`src/rtl/f_fetch_unit.sv`:
```
// Instruction fetch stage: holds the PC, picks the next PC by redirect priority,
// checks fetch addresses against the instruction-memory window, and counts accepted fetches.
module f_fetch_unit #(
  parameter logic [31:0] RESET_PC   = 32'h0000_3000,
  parameter logic [31:0] HANDLER_PC = 32'h0000_4180,
  parameter logic [31:0] IM_LO      = 32'h0000_3000,
  parameter logic [31:0] IM_HI      = 32'h0000_6FFC
) (
  input  logic        clk,
  input  logic        reset,
  input  logic        F_en,
  input  logic        intReq,
  input  logic        D_eret,
  input  logic [31:0] EPC,
  input  logic        D_isBrJump,
  input  logic        D_brTaken,
  input  logic [31:0] D_brTarget,
  input  logic [31:0] i_inst_rdata,
  output logic [31:0] i_inst_addr,
  output logic [31:0] F_pc,
  output logic [31:0] F_instr,
  output logic [4:0]  F_exCode,
  output logic        F_isBD,
  output logic [31:0] F_fetchCnt
);

  localparam logic [4:0] EXC_NONE = 5'd0;
  localparam logic [4:0] EXC_ADEL = 5'd4;

  logic [31:0] pc_p0;
  logic [31:0] pc_nxt;
  logic [31:0] cnt_p0;
  logic        fetch_acc;
  logic        addr_bad;

  function automatic logic fetch_addr_err(input logic [31:0] a);
    return (a[1:0] != 2'b00) || (a < IM_LO) || (a > IM_HI);
  endfunction

  // An accepted fetch is one the decode register actually captures.
  assign fetch_acc = F_en && !intReq;

  always_comb begin
    pc_nxt = pc_p0 + 32'd4;
    if (intReq)
      pc_nxt = HANDLER_PC;
    else if (D_eret && F_en)
      pc_nxt = EPC;
    else if (!F_en)
      pc_nxt = pc_p0;
    else if (D_isBrJump && D_brTaken)
      pc_nxt = D_brTarget;
  end

  // Stage p0: PC and fetch counter registers
  always_ff @(posedge clk or posedge reset) begin
    if (reset) begin
      pc_p0  <= RESET_PC;
      cnt_p0 <= 32'd0;
    end else begin
      pc_p0 <= pc_nxt;
      if (fetch_acc)
        cnt_p0 <= cnt_p0 + 32'd1;
    end
  end

  // eret has no delay slot, so the wrong-path word is squashed to a clean nop.
  always_comb begin
    addr_bad = fetch_addr_err(pc_p0);
    F_instr  = i_inst_rdata;
    F_exCode = EXC_NONE;
    F_isBD   = D_isBrJump && !D_eret;
    if (D_eret) begin
      F_instr  = 32'h0;
      F_exCode = EXC_NONE;
    end else if (addr_bad) begin
      F_instr  = 32'h0;
      F_exCode = EXC_ADEL;
    end
  end

  assign i_inst_addr = pc_p0;
  assign F_pc        = pc_p0;
  assign F_fetchCnt  = cnt_p0;

endmodule

```
`config.mk`:
```
export PLATFORM = sky130hd
export DESIGN_NAME = f_fetch_unit
export DESIGN_NICKNAME = d
export VERILOG_FILES = /design/src/rtl/f_fetch_unit.sv
export SDC_FILE = /design/constraint.sdc
export NUM_CORES = 1
export LEC_CHECK = 0
export ABC_AREA = 1
export CAP_MARGIN = 20
export CORE_UTILIZATION = 30
export DETAILED_ROUTE_END_ITERATION = 16
export GPL_TIMING_DRIVEN = 0
export SLEW_MARGIN = 20
export SYNTH_ARGS = -nofsm -noshare
export SYNTH_HDL_FRONTEND = slang
export SYNTH_SLANG_ARGS = --single-unit
```
`constraint.sdc`:
```
create_clock -name clk -period 2.3 [get_ports clk]
set_input_delay 0.23 -clock clk [delete_from_list [all_inputs] [get_ports clk]]
set_output_delay 0.23 -clock clk [all_outputs]
set_load 0.005 [all_outputs]
```
Yosys cells after proc, flatten, opt, wreduce, memory -nomap -nowiden

Index checks and enable logic that the tools add are counted.

$add $sub $neg: 2
Order comparisons: 2
Muxes and demuxes: 8
Reduce and logical (&&, ||, !) cells: 10

Operators with widths:

| operator                | number |
|---|---|
| $mux W32                | 6 |
| $add A32 B1 Y32 const B | 1 |
| $add A32 B3 Y32 const B | 1 |
| $gt A32 B15 Y1 const B  | 1 |
| $lt A32 B14 Y1 const B  | 1 |
| $mux W3                 | 2 |
| $logic_and A1 B1 Y1     | 4 |
| $reduce_bool A3 Y1      | 1 |
| $logic_not A1 Y1        | 2 |
| $logic_or A1 B1 Y1      | 2 |
| $reduce_bool A2 Y1      | 1 |

Flip-flop bits (word level): 64
Output and inout bits: 134
Logic and storage cells: 24

Longest topological paths before layout

Gate-level depths: netlist (run 1).

Depth after elaboration: 5
Gate-level depth with buffers: 11
Mapped depth without buffers: 11

Worst setup path before layout (run 1)

OpenSTA, ideal clock, no wires.

Path type: reg-to-output
From: reg pc_p0[12] (netlist: F_pc[12])
To: out F_instr[10]
Arrival time: 1.429 ns
Data required time: 2.070 ns
Path slack: 0.641 ns
Stages on the path, launching flop included: 6
Buffers on the path: 1
Cells stage by stage: dfstp_2 -> nand2_2 -> a221oi_2 -> nand4_2 -> buf_6 -> nor2_1

Word-level cells in the longest chain between the ends: 5
Elaborated cells on any way between the ends: 6
Classes of those cells: 2 x order compare; 2 x mux; 2 x reduce/logical

Ends and longest elaborated chain:

| what                     | line | RTL |
|---|---|---|
| start: declaration       | 30   | `logic [31:0] pc_p0;` |
| start signal: assignment | 61   | `pc_p0 <= pc_nxt;` |
| $lt A32 B14 Y1           | 37   | `return (a[1:0] != 2'b00) \|\| (a < IM_LO) \|\| (a > IM_HI);` |
| $logic_or A1 B1 Y1       | 37   |  |
| $logic_or A1 B1 Y1 (*)   | 37   |  |
| $mux W32 (*)             | 76   | `end else if (addr_bad) begin` |
| $mux W32 (*)             | 73   | `if (D_eret) begin` |
| end: declaration         | 21   | `output logic [31:0] F_instr,` |

Mark *: on every way between the ends. The rest lies on a longest branch, timed or not.

Worst setup path in the final report (run 1)

From: reg pc_p0[13] (netlist: F_pc[13])
To: out F_exCode[2]

Word-level cells in the longest chain between the ends: 5
Elaborated cells on any way between the ends: 6
Classes of those cells: 2 x order compare; 2 x mux; 2 x reduce/logical

Ends and longest elaborated chain:

| what                   | line | RTL |
|---|---|---|
| $lt A32 B14 Y1         | 37   |  |
| $logic_or A1 B1 Y1     | 37   |  |
| $logic_or A1 B1 Y1 (*) | 37   |  |
| $mux W3 (*)            | 76   |  |
| $mux W3 (*)            | 73   |  |
| end: declaration       | 22   | `output logic [4:0] F_exCode,` |

Marks and branches as above.

==> flow_summary.json, run 1 <==
{
  "status": "finished, violations left",
  "violations": "setup timing",
  "grt_util_met1_pct": 26.10,
  "worstSetupPathType": "reg -> out",
  "finalHoldViolCount": 0,
  "vias_per_cell": 4.478,
  "grt_use_met2_pct": 40.14,
  "cts_max_path_buffers": 2,
  "synth-seq-area-share_pct": 31.14,
  "maxSlewHeadroom_pct": 54.39,
  "tightest_slew_ns": 0.6842,
  "clkPwrFrac_pct": 41.9,
  "powerDensity_nw_per_um2": 507.8,
  "maxCapViolations": 0,
  "wire_per_inst_um": 14.78,
  "row_count": 47,
  "antenna_found_initial": 0,
  "postCtsHoldBufs": 0,
  "firstDrtPassIters": 5,
  "required_ns": 2.07,
  "sw_frac_of_total_pct": 27.28,
  "clockRootBuffer": "clkbuf_16",
  "synth_edf_count": 0,
  "dieArea_um2": 17700,
  "drive_gt1_share_pct": 11.49,
  "grt_pass1_vias": 5667,
  "fin_crit_ns": 2.387,
  "start_kind": "flip-flop",
  "busiest_layer": "met2",
  "overflow": 0,
  "syn_avg_cell_area_um2": 6.125,
  "vias": 5934,
  "clk_latency_ns": 0.34,
  "post-dp-hpwl_um": 15360,
  "synthArstFlopShare_pct": 100.0,
  "wirelength_um": 19580,
  "p_switching_mw": 1.138,
  "antenna_left": 0,
  "cp-end-kind": "primary output",
  "intPower_mw": 3.032,
  "yosysTopAreaCellShare_pct": 30.12,
  "place_congestion": 0.8770,
  "numClockSinks": 64,
  "finalClockSkew_ns": 0.009283,
  "cp_data_arrival_time_ns": 2.16,
  "maxSlewViolCount": 0,
  "critPathMaxFanout": 4,
  "pin_count": 237,
  "grt_setup_unrepaired": "true",
  "cts_buffers": 9,
  "setup_viol": 15,
  "synth_area_um2": 5151,
  "syn_to_final_growth_pct": 59.41,
  "combinationalPowerShare_pct": 25.6,
  "fin_crit_sh_pct": 103.8,
  "synth_cells": 841,
  "ys_top_cells_by_area": "dfrtp_1 30%, nand2_1 21%, nor2_1 11%",
  "ys_ff_latch": 64,
  "cts_htree_levels": 3,
  "die_w_um": 133.0,
  "ys_types": 38,
  "finalWorstSetupSlack_ns": -0.08711,
  "yosysWarnings": 0,
  "nNetsFinal": 1205,
  "ys.flop_type": "dfrtp_1",
  "start_util_pct": 30.84,
  "tns_ns": -0.6889,
  "hold_path_class": "in -> async",
  "ir_worst_vdd_v": 0.0003113,
  "grt_util_met3_pct": 6.437,
  "grt_pass1_wl_um": 30710,
  "clk_pin_slew_ns": 0.06,
  "drtIter0Drc": 250,
  "max_freq_mhz": 418.9,
  "fp.dieH_um": 133.0,
  "coreArea_um2": 16700,
  "synth_top_area_cell": "dfrtp_1",
  "n_antenna_cell": 0,
  "place.port_buffers": 231,
  "post-route-drc-count": 0,
  "cts_tree": "yes",
  "holdWs_ns": 0.1912,
  "leakagePower_nw": 4.089,
  "seqPwrFrac_pct": 32.6,
  "place_ws_ns": -0.1201,
  "grt_start_max_net_pins": 47,
  "grt_util_all_layers_pct": 22.39
}
per-layer routing:
metal / up-vias / share of wire [%]
li1: 3046 / -
met4: 0 / 1.2
met1: 2684 / 41
met5: - / 0
met3: 14 / 8.0
met2: 190 / 50
power groups by stage:
stage          clock network (mW)  registers (mW)  logic (mW)
3_5_place_dp                    0            1.38        1.05
4_1_cts                      1.78            1.36        1.06
2_1_floorplan                   0            1.35       0.445
3_3_place_gp                    0            1.38        1.03
6_report                     1.75            1.36        1.07
5_1_grt                      1.82            1.38        1.17
synth_stat cells, drive strengths merged (3+ instances only):
master and number:
nor2 156, nand4 12, a21oi 4, a22oi 3
nand3 58, dfrtp 62, nor3 11, xor2 18
buf 45, nand3b 4, o21ai 20, o211ai 6
clkbuf 11, inv 119, nand2 288, xnor2 8
flip-flops by register name, indices dropped and copies added, names as in the netlist:
signal,cells
F_fetchCnt,32
F_pc,32
what timing repair did:
action	4_1_cts	5_1_grt
endpoints found under the setup margin	33	31
cloned	1	0
gates resized for setup	48	47
setup buffers	5	7
pin swaps	1	3
cells in the final DEF, fill, tap and decap left out, types with 2 or more instances in the layout:
| cell type | count |
|---|---|
| a21oi_1 | 4 |
| a22oi_1 | 3 |
| a31oi_1 | 2 |
| buf_1 | 3 |
| buf_2 | 12 |
| buf_4 | 47 |
| buf_6 | 5 |
| bufinv_16 | 4 |
| clkbuf_1 | 12 |
| clkbuf_16 | 9 |
| clkbuf_2 | 9 |
| clkdlybuf4s50_1 | 199 |
| conb_1 | 4 |
| dfrtp_1 | 61 |
| dfstp_2 | 2 |
| dlygate4sd2_1 | 9 |
| dlymetal6s2s_1 | 3 |
| ha_1 | 2 |
| inv_1 | 116 |
| inv_2 | 2 |
| nand2_1 | 281 |
| nand2_2 | 6 |
| nand3_1 | 57 |
| nand3b_1 | 4 |
| nand4_1 | 11 |
| nor2_1 | 138 |
| nor2_2 | 12 |
| nor2_4 | 6 |
| nor3_1 | 10 |
| o211ai_1 | 6 |
| o21ai_0 | 20 |
| or2_2 | 2 |
| xnor2_1 | 8 |
| xor2_1 | 18 |
cell type report:
cell class,instances,area (um2)
fill,1738,8489
clock buffer,11,242.7
clock inverter,5,127.6
sequential,64,1605
inverter,120,452.9
timing repair buffer,245,2352
tap,220,275.3
multi-input combinational,604,2784
buffer,56,371.6
critical path, cell delays in order, from the launching register on:
cell             delay, ns
dfstp_2               0.58
buf_4                 0.14
nand2_2               0.06
inv_1                 0.10
a221oi_4              0.08
a31oi_1               0.26
clkdlybuf4s50_1       0.59
final timing paths:
kind                                from             end  slack, ns  depth (start not counted)
setup / recovery                F_pc[13]     F_exCode[2]      -0.09                          6
hold / removal                     reset  F_fetchCnt[18]       0.19                          2
setup reg to reg                 F_pc[3]        F_pc[28]       0.40                         10
hold reg to reg            F_fetchCnt[2]   F_fetchCnt[2]       0.52                          1
max in group asynchronous          reset        F_pc[13]       1.53                          3
min in group clk                  D_eret         F_pc[7]       0.34                          3
logic make-up after synthesis:
| group | Yosys count | synth area share (%) |
|---|---|---|
| other | 1 | 0.07280 |
| flip-flops | 64 | 31.14 |
| XOR/XNOR | 26 | 4.421 |
| AND/OR/NAND/NOR | 531 | 43.02 |
| AO/OA/AOI/OAI | 41 | 4.907 |
| buffers and inverters | 176 | 15.96 |
| adder cells (fa/ha/maj) | 2 | 0.4857 |
metrics by stage:
stage / total power, mW / cell area, um2 / std cells / util, %
global placement: 2.416 / 7750 / 1295 / 46.40
CTS: 4.207 / 8185 / 1318 / 49.01
global route: 4.373 / 8212 / 1325 / 49.17
detailed placement: 2.428 / 7780 / 1296 / 46.58
finish: 4.170 / 8212 / 1325 / 49.17
floorplan: 1.797 / 5162 / 844 / -
Power figures use the tool's default switching activity.
==> run 2: changes to the inputs <==
- ABC_AREA: 1 -> not set
==> run 2 against run 1 <==
Combinational power about the same. The run still ends with setup timing left. Critical path type unchanged. First-iteration DRC count grew 52%. Sequential power about the same. Clock-buffer cell count down 1. Register-to-register slack worse by 0.21 ns. Non-clock buffer count increased by 17.
==> flow_summary.json, run 2 <==
{
  "status": "finished, violations left",
  "violations": "setup timing",
  "fp.dieH_um": 124.6,
  "max_freq_mhz": 424.2,
  "clk_latency_ns": 0.33,
  "finalClockSkew_ns": 0.004639,
  "final-seq-area_um2": 1620,
  "drive_gt1_share_pct": 21.73,
  "place.port_buffers": 231,
  "start_util_pct": 30.88,
  "vias": 5291,
  "post-dp-hpwl_um": 14090,
  "grt_start_max_net_pins": 46,
  "antenna_found_initial": 0,
  "ys_ff_latch": 64,
  "clockRootBuffer": "clkbuf_16",
  "final_area_um2": 7625,
  "maxCapViolations": 0,
  "synth_cells": 525,
  "start_kind": "flip-flop",
  "hold_path_class": "in -> async",
  "finalWorstSetupSlack_ns": -0.05758,
  "cp_common_cell": "buf_6",
  "synth_top_area_cell": "dfrtp_1",
  "layout_commonest_cell": "clkdlybuf4s50_1",
  "row_count": 44,
  "grt_setup_unrepaired": "true",
  "yosysTopAreaCellShare_pct": 34.43,
  "synth_edf_count": 0,
  "post-route-drc-count": 0,
  "coreArea_um2": 14590,
  "fin_crit_sh_pct": 102.5,
  "wirelength_um": 18700,
  "vias_per_cell": 5.399,
  "drtIter0Drc": 380,
  "grt_pass1_vias": 5408,
  "yosys.cell_count.top_type": "dfrtp_1",
  "multi_input_area_um2": 2587,
  "utilization_pct": 52.26,
  "syn_to_final_growth_pct": 69.23,
  "path_delay_family": "simple AND/OR/NAND/NOR gates",
  "yosysWarnings": 0,
  "powerDensity_nw_per_um2": 484.9,
  "n_antenna_cell": 0,
  "overflow": 0,
  "numClockSinks": 64,
  "final_cell_mix": "198 x clkdlybuf4s50_1, 51 x buf_4, 49 x dfrtp_1",
  "ys_types": 62,
  "grt_util_all_layers_pct": 23.60,
  "leakagePower_nw": 3.257,
  "ys.flop_type": "dfrtp_1",
  "setup_viol": 5,
  "r2r-start": "F_pc[9]",
  "nNetsFinal": 896,
  "worstSetupPathType": "reg -> out",
  "slowest_delay_ns": 0.43,
  "cp_data_arrival_time_ns": 2.13,
  "clk_pin_slew_ns": 0.06,
  "grt_pass1_wl_um": 28900,
  "final_cells": 980,
  "crit_path_cell_trace": "nor4_4 -> nand3_2 -> nor3_4 -> buf_6 -> buf_6 -> buf_6 -> buf_6 -> and3_4 -> buf_6",
  "cts_max_path_buffers": 2,
  "ir_worst_vdd_v": 0.0003491,
  "power_mw": 3.698,
  "place_area_um2": 7089,
  "required_ns": 2.07,
  "dp.cells": 944,
  "r2r_slack_ns": 0.19,
  "place_ws_ns": -0.6026,
  "cpMaxStageDelayCell": "dfrtp_2",
  "synthArstFlopShare_pct": 100.0,
  "maxSlewHeadroom_pct": 47.46,
  "synth-seq-area-share_pct": 35.60,
  "firstDrtPassIters": 5,
  "cp-end-kind": "primary output",
  "pin_count": 237,
  "ys_top_cells_by_area": "dfrtp_1 34%, buf_4 6.2%, and3_1 6.1%",
  "critPathMaxFanout": 7,
  "critPathBufInv": 5,
  "synth_commonest_cells": "62 x dfrtp_1, 44 x and3_1, 39 x nor2_1",
  "nFillCells": 1363,
  "cts_htree_levels": 3,
  "dieArea_um2": 15510,
  "antenna_left": 0,
  "tightest_slew_ns": 0.7852,
  "cts_buffers": 9,
  "r2r_cells": 5,
  "synth_area_um2": 4506,
  "place_congestion": 0.8498,
  "fin_crit_ns": 2.358,
  "finalHoldViolCount": 0,
  "wire_per_inst_um": 19.08,
  "die_w_um": 124.6,
  "maxSlewViolCount": 0,
  "rr_endpoint": "F_pc[19]",
  "syn_avg_cell_area_um2": 8.582,
  "cts_tree": "yes"
}
[run 2: timing repair]
action / CTS / global route
cloned: 0 / 1
hold buffers: 0 / 0
pin swaps: 8 / 8
endpoints found under the setup margin: 36 / 35
setup buffers: 19 / 2
gates resized for setup: 155 / 44
[run 2: worst max-delay path by stage]
stage               startpoint          end  slack (ns)  cells after the start
CTS                   F_pc[23]  F_instr[30]       -0.14                      9
finish                F_pc[15]  F_instr[18]       -0.06                      9
global route          F_pc[15]  F_instr[18]       -0.20                      9
global placement         reset      F_pc[6]       -0.81                      2
floorplan              F_pc[2]     F_pc[20]        0.47                      6
detailed placement      D_eret  F_instr[18]       -0.60                      6
[run 2: metrics by stage]
step / setup TNS (ns) / hold WS (ns)
floorplan: 0 / 0.3731
global route: -2.972 / 0.2365
global placement: -66.69 / 0.4634
finish: -0.2054 / 0.2116
CTS: -1.920 / 0.2147
detailed placement: -17.89 / 0.4654
[run 2: cells by family (layout without fill, tap and decap cells)]
logic type | count (synthesis) | in the layout | synth area share (%)
multiplexers | 6 | 6 | 1.333
flip-flops | 64 | 64 | 35.60
buffers and inverters | 83 | 351 | 10.22
other | 1 | 4 | 0.08323
XOR/XNOR | 39 | 39 | 7.581
AO/OA/AOI/OAI | 116 | 116 | 18.05
adder cells (fa/ha/maj) | 2 | 2 | 0.5553
AND/OR/NAND/NOR | 214 | 214 | 26.58
[run 2: power by group]
| group | switching, mW | leakage, nW | internal (mW) |
|---|---|---|---|
| clock | 0.519 | 0.132 | 0.723 |
| combinational | 0.428 | 2.30 | 0.651 |
| sequential | 0.156 | 0.827 | 1.22 |
[run 2: per-layer routing]
| layer | global-route usage (%) | wire, um |
|---|---|---|
| met5 | 0 | 0 |
| met4 | 7.442 | 335 |
| met3 | 5.026 | 1583 |
| met2 | 42.41 | 9510 |
| met1 | 27.76 | 7267 |
[run 2: area by class of cell]
class,instances,area share [%]
multi-input cells,381,33.94
repair buffers,254,32.00
flip-flops and latches,64,21.25
plain buffers,64,5.432
well taps,184,3.019
clock buffers,10,3.003
inverters,17,0.8861
clock inverters,6,0.4759
==> run 3: changes to the inputs <==
- SKIP_LAST_GASP: not set -> 1
==> run 3 against run 2 <==
The run still ends with setup timing left. Die area did not move. Cell count fell by 0.10%. Clock skew rose by 0.0010 ns. Sequential share of layout area rose by 0.19 points. Via count fell by 0.36%. Final area fell by 0.89%.
==> flow_summary.json, run 3 (same netlist as run 2, synthesis figures left out) <==
{
  "numClockSinks": 64,
  "grt_use_met2_pct": 42.57,
  "hold_path_class": "in -> async",
  "leakagePower_nw": 3.233,
  "required_ns": 2.07,
  "cp_data_arrival_time_ns": 2.11,
  "antenna_found_initial": 0,
  "row_count": 44,
  "finalClockSkew_ns": 0.005678,
  "maxSlewViolCount": 0,
  "dp.cells": 944,
  "critPathMaxFanout": 7,
  "status": "finished, violations left",
  "antenna_left": 0,
  "final_cell_mix": "198 x clkdlybuf4s50_1, 53 x buf_4, 49 x dfrtp_1",
  "fp.dieH_um": 124.6,
  "cts_max_path_buffers": 2,
  "grt_util_all_layers_pct": 23.64,
  "cts_htree_levels": 3,
  "wirelength_um": 18630,
  "wire_per_inst_um": 19.03,
  "holdWs_ns": 0.2162,
  "place_congestion": 0.8498,
  "start_util_pct": 30.88,
  "place.port_buffers": 231,
  "start_kind": "flip-flop",
  "clockRootBuffer": "clkbuf_16",
  "post-route-drc-count": 0,
  "postCtsHoldBufs": 0,
  "cts_tree": "yes",
  "drtIter0Drc": 334,
  "worstSetupPathType": "reg -> out",
  "fin_crit_sh_pct": 101.9,
  "finalWorstSetupSlack_ns": -0.04474,
  "syn_to_final_growth_pct": 67.73,
  "vias_per_cell": 5.385,
  "setup_viol": 6,
  "layout_commonest_cell": "clkdlybuf4s50_1",
  "fin_crit_ns": 2.345,
  "tns_ns": -0.1740,
  "final_area_um2": 7557,
  "grt_pass1_vias": 5414,
  "cts_buffers": 9,
  "powerDensity_nw_per_um2": 486.4,
  "finalHoldViolCount": 0,
  "grt_setup_unrepaired": "true",
  "cp-end-kind": "primary output",
  "maxCapViolations": 0,
  "nNetsFinal": 895,
  "overflow": 0,
  "vias": 5272,
  "post-dp-hpwl_um": 14090,
  "grt_util_met3_pct": 5.026,
  "dieArea_um2": 15510,
  "tightest_slew_ns": 0.8014,
  "clk_pin_slew_ns": 0.06,
  "nFillCells": 1368,
  "grt_util_met1_pct": 27.73,
  "final_cells": 979,
  "clk_latency_ns": 0.33,
  "maxSlewHeadroom_pct": 46.38,
  "place_ws_ns": -0.6026,
  "grt_start_max_net_pins": 46,
  "n_antenna_cell": 0,
  "max_freq_mhz": 426.5,
  "firstDrtPassIters": 5,
  "place_area_um2": 7089,
  "violations": "setup timing",
  "drive_gt1_share_pct": 21.38,
  "die_w_um": 124.6,
  "coreArea_um2": 14590,
  "ir_worst_vdd_v": 0.0003418,
  "busiest_layer": "met2",
  "pin_count": 237,
  "grt_pass1_wl_um": 28950
}
-- run 3: through the flow --
stage | utilization, % | power, mW
2_1_floorplan | - | 1.751
3_3_place_gp | 48.39 | 2.350
3_5_place_dp | 48.59 | 2.377
4_1_cts | 51.93 | 3.688
5_1_grt | 51.80 | 3.847
6_report | 51.80 | 3.676
-- run 3: repair_timing --
item / 4_1_cts / 5_1_grt
setup endpoints to repair: 36 / 38
gates resized for setup: 105 / 73
pin swaps: 6 / 4
setup buffers: 19 / 3
-- run 3: worst paths after layout --
path	from	end	slack, ns	cells after the start
max	F_pc[15]	F_instr[18]	-0.04	9
min	reset	F_fetchCnt[23]	0.22	2
max reg2reg	F_pc[3]	F_pc[20]	0.18	7
min reg2reg	F_fetchCnt[31]	F_fetchCnt[31]	0.47	1
max in group asynchronous	reset	F_pc[12]	1.50	3
min in group clk	F_en	F_pc[29]	0.41	4
-- run 3: report_power, final --
group	total (mW)	internal (mW)	switching (mW)
sequential	1.38	1.22	0.156
clock	1.23	0.723	0.512
combinational	1.06	0.640	0.425
-- run 3: layout make-up --
class / count / area (um2) / share of cell area [%]
Timing Repair Buffer: 253 / 2382 / 31.52
Clock buffer: 10 / 229.0 / 3.030
Buffer: 64 / 414.1 / 5.480
Inverter: 17 / 67.56 / 0.8940
Multi-Input combinational cell: 381 / 2577 / 34.11
Clock inverter: 6 / 36.28 / 0.4801
Sequential cell: 64 / 1620 / 21.44
Tap cell: 184 / 230.2 / 3.046
-- run 3: metal layers --
| layer | share of wire, % | vias to the layer above |
|---|---|---|
| met4 | 1.5 | 0 |
| met1 | 39 | 2545 |
| li1 | - | 2424 |
| met2 | 51 | 280 |
| met5 | 0 | - |
| met3 | 8.3 | 23 |
-- run 3: critical path, cell delays in order, from the launching register on --
cell     delay (ns)
dfrtp_2        0.43
nor4_4         0.32
nand3_2        0.13
nor3_4         0.20
buf_6          0.13
buf_6          0.09
buf_6          0.11
buf_6          0.09
and3_4         0.17
buf_6          0.10
